**src/rtl/output_ts_restore.sv**
```systemverilog
// rtl/output_ts_restore.sv - rebuilds 188-byte MPEG-TS packets from NM/HEM user packets
module output_ts_restore #(
    parameter logic [7:0] SYNC_BYTE = 8'h47,
    parameter int         PKT_LEN   = 188,
    parameter int         BUF_DEPTH = 4
) (
    input  logic        CLK,
    input  logic        RST,
    input  logic [7:0]  DATA_IN,
    input  logic        DVALID_IN,
    input  logic        SOP_IN,
    input  logic        NM_or_HEM,
    output logic [7:0]  DATA_OUT,
    output logic        DVALID_OUT,
    output logic        PSYNC_OUT,
    output logic [7:0]  BYTE_INDEX,
    output logic        CRC_ERR,
    output logic        LEN_ERR,
    output logic        OVF,
    output logic [15:0] CRC_ERR_CNT
);
    localparam int              PW       = $clog2(BUF_DEPTH);
    localparam int              EW       = 17;
    localparam logic [7:0]      LAST_NM  = 8'(PKT_LEN);
    localparam logic [7:0]      LAST_HEM = 8'(PKT_LEN - 1);
    localparam logic [PW+1:0]   DEPTH_L  = (PW+2)'(BUF_DEPTH);
    localparam logic [PW-1:0]   PTR_ONE  = PW'(1);

    typedef enum logic [1:0] {WAIT_SOP, IN_PKT, DONE} state_t;

    state_t        state;
    logic [7:0]    cnt;
    logic          hem;
    logic [7:0]    crc;
    logic          crc_valid;

    logic [EW-1:0] mem [BUF_DEPTH];
    logic [PW-1:0] wr_ptr;
    logic [PW-1:0] rd_ptr;
    logic [PW:0]   occ;

    logic          sop, accept, short_err, extra_err, ovf, rd, pkt_hem, chk;
    logic [1:0]    need, wr_n;
    logic [PW+1:0] free;
    logic [7:0]    cnt_nx, idx, last;
    logic [EW-1:0] ent0, ent1;

    function automatic logic [7:0] crc8_byte(input logic [7:0] c, input logic [7:0] d);
        logic [7:0] r;
        r = c;
        for (int i = 7; i >= 0; i--) begin
            r = (r[7] ^ d[i]) ? ({r[6:0], 1'b0} ^ 8'hD5) : {r[6:0], 1'b0};
        end
        return r;
    endfunction

    // A valid SOP always starts a packet; only the error reporting depends on state.
    always_comb begin
        sop       = DVALID_IN && SOP_IN;
        accept    = sop || (DVALID_IN && state == IN_PKT);
        short_err = sop && state == IN_PKT;
        extra_err = DVALID_IN && !SOP_IN && state == DONE;
        pkt_hem   = sop ? NM_or_HEM : hem;
        cnt_nx    = sop ? 8'd1 : cnt + 8'd1;
        idx       = pkt_hem ? cnt_nx + 8'd1 : cnt_nx;
        last      = pkt_hem ? LAST_HEM : LAST_NM;
        need      = !accept ? 2'd0 : (sop && NM_or_HEM) ? 2'd2 : 2'd1;
        rd        = occ != '0;
        free      = DEPTH_L - (PW+2)'(occ) + (PW+2)'(rd);
        ovf       = accept && ((PW+2)'(need) > free);
        wr_n      = ovf ? 2'd0 : need;
        ent0      = sop ? {SYNC_BYTE, 1'b1, 8'd1} : {DATA_IN, 1'b0, idx};
        ent1      = {DATA_IN, 1'b0, 8'd2};
        chk       = sop && !NM_or_HEM && crc_valid && state != IN_PKT && !ovf;
    end

    always_ff @(posedge CLK or posedge RST) begin
        if (RST) begin
            state       <= WAIT_SOP;
            cnt         <= '0;
            hem         <= 1'b0;
            crc         <= '0;
            crc_valid   <= 1'b0;
            CRC_ERR     <= 1'b0;
            LEN_ERR     <= 1'b0;
            OVF         <= 1'b0;
            CRC_ERR_CNT <= '0;
        end else begin
            CRC_ERR <= 1'b0;
            LEN_ERR <= short_err || extra_err;
            OVF     <= ovf;
            if (chk && DATA_IN != crc) begin
                CRC_ERR <= 1'b1;
                if (CRC_ERR_CNT != 16'hFFFF) CRC_ERR_CNT <= CRC_ERR_CNT + 16'd1;
            end
            if (ovf || extra_err) begin
                state     <= WAIT_SOP;
                crc_valid <= 1'b0;
            end else if (accept) begin
                cnt <= cnt_nx;
                hem <= pkt_hem;
                // NM SOP byte is the received CRC itself, so it never enters the new CRC
                if (sop) crc <= NM_or_HEM ? crc8_byte(8'h00, DATA_IN) : 8'h00;
                else     crc <= crc8_byte(crc, DATA_IN);
                if (cnt_nx == last) begin
                    state     <= DONE;
                    crc_valid <= !pkt_hem;
                end else begin
                    state <= IN_PKT;
                    if (short_err || (sop && NM_or_HEM)) crc_valid <= 1'b0;
                end
            end
        end
    end

    always_ff @(posedge CLK) begin
        if (wr_n != 2'd0) mem[wr_ptr] <= ent0;
        if (wr_n == 2'd2) mem[wr_ptr + PTR_ONE] <= ent1;
    end

    always_ff @(posedge CLK or posedge RST) begin
        if (RST) begin
            wr_ptr     <= '0;
            rd_ptr     <= '0;
            occ        <= '0;
            DATA_OUT   <= '0;
            DVALID_OUT <= 1'b0;
            PSYNC_OUT  <= 1'b0;
            BYTE_INDEX <= '0;
        end else begin
            wr_ptr     <= wr_ptr + PW'(wr_n);
            occ        <= occ + (PW+1)'(wr_n) - (PW+1)'(rd);
            DVALID_OUT <= rd;
            PSYNC_OUT  <= 1'b0;
            if (rd) begin
                {DATA_OUT, PSYNC_OUT, BYTE_INDEX} <= mem[rd_ptr];
                rd_ptr <= rd_ptr + PTR_ONE;
            end
        end
    end
endmodule

```
**config.mk**
```make
export PLATFORM = sky130hd
export DESIGN_NAME = output_ts_restore
export DESIGN_NICKNAME = d
export VERILOG_FILES = /design/src/rtl/output_ts_restore.sv
export SDC_FILE = /design/constraint.sdc
export NUM_CORES = 1
export LEC_CHECK = 0
export CORE_AREA = 3 3 142 144
export DETAILED_ROUTE_END_ITERATION = 6
export DIE_AREA = 0 0 145 147
export DONT_BUFFER_PORTS = 1
export GPL_ROUTABILITY_DRIVEN = 0
export SKIP_LAST_GASP = 1
export SYNTH_ARGS = -nofsm -noshare
export SYNTH_HDL_FRONTEND = slang
export SYNTH_SLANG_ARGS = --single-unit
```
**constraint.sdc**
```tcl
create_clock -name CLK -period 3.14 [get_ports CLK]
set_input_delay 0.157 -clock CLK [delete_from_list [all_inputs] [get_ports CLK]]
set_output_delay 0.157 -clock CLK [all_outputs]
set_load 0.02 [all_outputs]
```
* Yosys cells after proc, flatten, opt, wreduce, memory -nomap -nowiden *
Memory sizes are Yosys's and may differ from the RTL's.
Cells that the tools add are included.

cells by class
  add/subtract/negate cells = 10
  magnitude comparators = 1
  equality and inequality tests = 7
  multiplexer cells = 39
  bitwise operators = 31
  reduce and logical (&&, ||, !) cells = 27

operator list
  operator                                          count
  2-to-1 mux 8 bit                                  20
  inverter 5 bit                                    15
  2-to-1 mux 17 bit                                 1
  adder 16 x 1 -> 16 bit (second input constant)    1
  adder 8 x 1 -> 8 bit (second input constant)      2
  != test 16 bit (second input constant)            1
  bitwise XOR 1 bit                                 15
  logical AND 1 bit                                 12
  2-to-1 mux 2 bit                                  6
  2-to-1 mux 1 bit                                  11
  == test 8 bit                                     1
  != test 8 bit                                     1
  AND reduction 2 bit                               3
  nonzero test 3 bit                                2
  adder 2 x 1 -> 2 bit (second input constant)      2
  adder 4 x 1 -> 4 bit                              1
  == test 2 bit (second input constant)             2
  > comparator 2 x 4 -> 1 bit                       1
  logical NOT 1 bit                                 4
  logical OR 1 bit                                  4
  nonzero test 2 bit                                2
  subtractor 3 x 3 -> 4 bit (first input constant)  1
  adder 3 x 2 -> 3 bit                              1
  2-to-1 mux 3 bit                                  1
  other kinds (5)                                   5

word-level totals
  register bits after elaboration = 64
  memory bits (writable) = 68
  input bits = 13
  output and inout port bits = 37
  word-level logic and storage cells = 132
  memories = 1

memories
  memory  words  width  rd ports  clocked after Yosys merged registers in  wr ports  line  source
  mem     4      17     1         0                                        2         37    logic [EW-1:0] mem [BUF_DEPTH];

* Longest topological paths before layout *
  depth after elaboration = 17
  depth in mapped cells = 17
  gate-level depth less buffers = 14

* Worst setup path before layout *
Ideal clock, no wire load.

  path kind = register to register
  start = register occ[2]
  end = register occ[2]
  arrival = 3,289 ps
  required time = 3,017 ps
  setup slack = -272 ps
  stages on the path, launching flop included = 16
  clock period less this slack = 3,412 ps
  cells stage by stage = dfrtp_1 -> nor3_1 -> ha_1 -> xnor2_1 -> ha_1 -> nor2b_1 -> o211ai_1 -> nand2_1 -> clkbuf_8 -> nor2_1 -> inv_1 -> ha_1 -> inv_1 -> fa_1 -> xnor2_1 -> xnor2_1

on the way
  longest elaborated chain between the ends = 7
  elaborated cells on any way between the ends = 8
  those cells by class = add/sub: 4; order compare: 1; mux: 1; reduce/logical: 2

ends and longest elaborated chain
  element                                                          line    source
  from (decl)                                                      40      logic [PW:0] occ;
  from (signal assigned)                                           132     occ <= occ + (PW+1)'(wr_n) - (PW+1)'(rd);
  subtractor 3 x 3 -> 4 bit or nonzero test 3 bit (tied branches)  69, 68
  adder 4 x 1 -> 4 bit                                             69      free = DEPTH_L - (PW+2)'(occ) + (PW+2)'(rd);
  > comparator 2 x 4 -> 1 bit                                      70      ovf = accept && ((PW+2)'(need) > free);
  logical AND 1 bit                                                70
  2-to-1 mux 2 bit                                                 71      wr_n = ovf ? 2'd0 : need;
  adder 3 x 2 -> 3 bit                                             132
  subtractor 3 x 1 -> 3 bit (*)                                    132

Mark *: on every way between the ends. The rest lies on a longest branch, timed or not.
A chain may end at the register's enable or synchronous reset.

* Worst setup path in the final report *
Ends and elaborated chain as after synthesis.

==> flow_summary.yaml <==
clock_tree:
  cts-root-buf: "sky130_fd_sc_hd__clkbuf_16"
  clkLatencyLatePin_ns: 0.42
  tritoncts_num_sinks: 132
  cts_htree_levels: 4
  cts.path.max_buffers: 2
  cts_buffers: 17
  cts_tree: "built"
  cts.clk_slew.worst_paths_ns: 0.06
run_status:
  violations: "setup timing"
  run_status: "finished, violations left"
floorplanning:
  chipHeight_um: 147
  placement_rows: 50
  fp.dieW_um: 145
  die_area_sq_um: 21320
  start_util_pct: 35.12
  ports: 50
  core_sq_um: 18830
setup_path:
  critPathRequiredTime_ns: 3.44
  timing.reg2reg.worst_path_depth: 14
  crit-reg2reg-capture: "occ[2]"
  crit_fanout: 4
  regToRegStartpoint: "occ[2]"
  ff2ff_setup_slack_ns: -0.03
  path_class: "register to register"
  worst_setup_path_start_kind: "register"
  worstSetupEndpointType: "register"
  worst-endpoint-arrival_ns: 3.46
timing:
  clock_skew_ns: 0.009793
  setup_viol: 1
  worst_slew_margin_rel_pct: 40.10
  fin_crit_ns: 3.166
  worst_slack_ns: -0.02572
  period_share_pct: 100.8
  worst_pin_slew_ns: 0.8984
  rsz_0062_raised_after_global_routing: "true"
  finalHoldViolCount: 0
  max_freq_mhz: 315.9
  fin_worst_hold_slack_ns: 0.007048
  timing.final.max_slew_violations: 0
global_routing:
  met3_layer_usage_reported_by_global_route_pct: 4.411
  use_met2_pct: 24.41
  grt_remaining_overflow: 0
  grt.total_usage_pct: 15.02
  top_usage_layer: "met2"
  grt_first_pass_wirelength_um: 25570
  grtUsageMet1_pct: 18.75
  number_of_antenna_violations_at_the_first_check_in_global_routing: 0
  grt_start_max_net_pins: 29
  first_global_vias: 4772
power:
  total_switching_power_mw: 3.164
  powerDensity_nw_per_um2: 1084
  combinational_power_share_pct: 42.3
  cellInternalPower_mw: 5.303
  switching_fraction_of_total_power_pct: 37.37
  clock_power_share_pct: 22.3
  vdd_drop_max_uv: 487.2
  total_leakage_power_nw: 3.140
  seq_power_share_pct: 35.4
job:
  timing.max_cap.violations: 0
detailed_routing:
  dr_total_vias: 4633
  route.detailed.vias_per_inst: 5.097
  drt_iter0_drc: 341
  route.final.wire_length_um: 15770
  drt-wirelength-per-cell_um: 17.35
  dr.pass1.iters: 5
  number_of_drc_violations_after_detailed_routing: 0
  ant_nets: 0
synthesis:
  most_used_flip_flop_cell_after_synthesis: "sky130_fd_sc_hd__dfrtp_1"
  synthesis.area_sq_um: 6613
  synth.ff_latch_count: 132
  synthesis.nets: 625
  synth-edff-count: 32
  synth_cell_types: 62
  synth-seq-area-share_pct: 49.65
  syn-mean-instance-area_sq_um: 11.00
  ys_async_sr_fraction_pct: 48.48
  yosysWarnings: 0
  postSynthCellCount: 601
worst_hold_path:
  timing.hold.worst_path_depth: 2
  min-delay-start: "DATA_IN[2]"
  timing.hold.worst_endpoint: "mem[1][11]"
  hp-class: "primary input to register"
finish:
  num-nets-final: 660
  layout_commonest_cell: "sky130_fd_sc_hd__dfrtp_1"
  drive_above_1_share_pct: 20.96
  n_antenna_cell: 0
  final_cell_mix: "sky130_fd_sc_hd__dfrtp_1, sky130_fd_sc_hd__xnor2_1, sky130_fd_sc_hd__nor2_1, sky130_fd_sc_hd__nand2_1, sky130_fd_sc_hd__buf_4"
  number_of_filler_cells_placed_in_the_layout: 1785
  synthToLayoutAreaGrowth_pct: 18.13
  post-route-util_pct: 41.48
placement:
  port_buffers: 0
  detailed_place_hpwl_um: 10740
==> how the worst max path moves through the flow <==
| stage | start | end | depth (start not counted) |
|---|---|---|---|
| finish | occ[2] | occ[2] | 14 |
| detailed placement | occ[0] | occ[2] | 13 |
| CTS | occ[0] | occ[2] | 13 |
| global placement | occ[0] | occ[2] | 13 |
| global route | occ[2] | occ[2] | 14 |
| floorplan | occ[1] | occ[2] | 15 |
==> power by group through the flow <==
stage,Clock (mW),Combinational (mW),Sequential [mW]
6_report,1.89,3.58,3.00
2_1_floorplan,0,2.76,2.82
5_1_grt,1.99,3.98,3.06
3_5_place_dp,0,3.37,3.03
3_3_place_gp,0,3.29,2.99
4_1_cts,1.92,3.45,3.00
==> layout make-up <==
class                   count  area, sq um  area share (%)
clock buffers              22        506.7           6.487
multi-input cells         408         3124           40.00
repair buffers             50        400.4           5.126
well taps                 260        325.3           4.165
clock inverters            10        66.31          0.8490
flip-flops and latches    132         3284           42.05
inverters                  27        103.9           1.329
==> critical path, cell delays in order, from the launching register on <==
cell	delay (ns)
sky130_fd_sc_hd__dfrtp_2	0.43
sky130_fd_sc_hd__nor3_4	0.22
sky130_fd_sc_hd__ha_2	0.22
sky130_fd_sc_hd__xnor2_2	0.12
sky130_fd_sc_hd__ha_1	0.27
sky130_fd_sc_hd__nor2b_4	0.13
sky130_fd_sc_hd__o211ai_1	0.30
sky130_fd_sc_hd__nand2_1	0.17
sky130_fd_sc_hd__nor2_4	0.14
sky130_fd_sc_hd__inv_2	0.07
sky130_fd_sc_hd__ha_4	0.26
sky130_fd_sc_hd__inv_2	0.04
sky130_fd_sc_hd__fa_2	0.39
sky130_fd_sc_hd__xnor2_2	0.15
sky130_fd_sc_hd__xnor2_1	0.12
==> sequential cells by signal (all words and copies together), names as in the netlist <==
register,cells
DATA_OUT,8
CRC_ERR_CNT,16
BYTE_INDEX,8
crc,8
state,2
mem,68
PSYNC_OUT,1
OVF,1
rd_ptr,2
cnt,8
CRC_ERR,1
LEN_ERR,1
crc_valid,1
DVALID_OUT,1
hem,1
wr_ptr,2
occ,3
==> synth_stat cells (4+ instances only) <==
cell type	n	area, sq um
sky130_fd_sc_hd__a21oi_1	31	155.2
sky130_fd_sc_hd__xnor2_1	57	499.2
sky130_fd_sc_hd__inv_1	26	97.59
sky130_fd_sc_hd__nand4_1	6	37.54
sky130_fd_sc_hd__ha_1	10	125.1
sky130_fd_sc_hd__a221oi_1	6	52.55
sky130_fd_sc_hd__and3_1	14	87.58
sky130_fd_sc_hd__dfrtp_1	64	1602
sky130_fd_sc_hd__xor2_1	16	140.1
sky130_fd_sc_hd__a32o_1	4	40.04
sky130_fd_sc_hd__nand2_1	51	191.4
sky130_fd_sc_hd__o21a_1	4	30.03
sky130_fd_sc_hd__edfxtp_1	32	960.9
sky130_fd_sc_hd__buf_6	4	45.04
sky130_fd_sc_hd__clkbuf_1	19	71.32
sky130_fd_sc_hd__mux2_2	19	214.0
sky130_fd_sc_hd__and2_1	15	93.84
sky130_fd_sc_hd__nor2_1	56	210.2
sky130_fd_sc_hd__dfxtp_1	36	720.7
sky130_fd_sc_hd__mux4_2	17	382.9
sky130_fd_sc_hd__nor3_1	6	30.03
sky130_fd_sc_hd__clkbuf_8	4	55.05
sky130_fd_sc_hd__o21ai_0	21	105.1
sky130_fd_sc_hd__nand3_1	16	80.08
sky130_fd_sc_hd__o31ai_1	4	30.03
==> per-stage QoR <==
step | cells | area [sq um] | TNS (ns) | total power [mW] | worst slack, ns
after floorplan | 601 | 6645 | 0 | 5.584 | 0.01846
after global placement | 853 | 6959 | 0 | 6.284 | 0.05253
after detailed placement | 853 | 6959 | -0.09808 | 6.397 | -0.09808
after CTS | 899 | 7662 | 0 | 8.369 | 0.008261
after global routing | 909 | 7811 | -1.036 | 9.035 | -0.2274
final | 909 | 7811 | -0.02572 | 8.467 | -0.02572
==> routing by layer <==
| metal | vias up | routed length [um] |
|---|---|---|
| li1 | 2204 | - |
| met1 | 2278 | 6786 |
| met2 | 118 | 7689 |
| met3 | 33 | 866 |
| met4 | 0 | 427 |
| met5 | - | 0 |
==> cells by family (layout without fill, tap and decap cells) <==
family	Yosys count	after routing	synth area share, %
flops	132	132	49.65
compound gates	102	102	10.24
xor+xnor	78	78	11.18
fa+ha+maj	11	11	2.195
buf+inv	61	109	4.636
mux	38	38	9.328
simple gates	179	179	12.77
==> what timing repair did <==
action / in CTS / in global routing
gates cloned: 0 / 0
hold endpoints to repair: 49 / 0
gates resized for setup: 0 / 18
setup endpoints to repair: 1 / 57
buffers inserted: 4 / 10
pin swaps: 2 / 15
hold buffers: 10 / 0
Power figures use the tool's default switching activity.
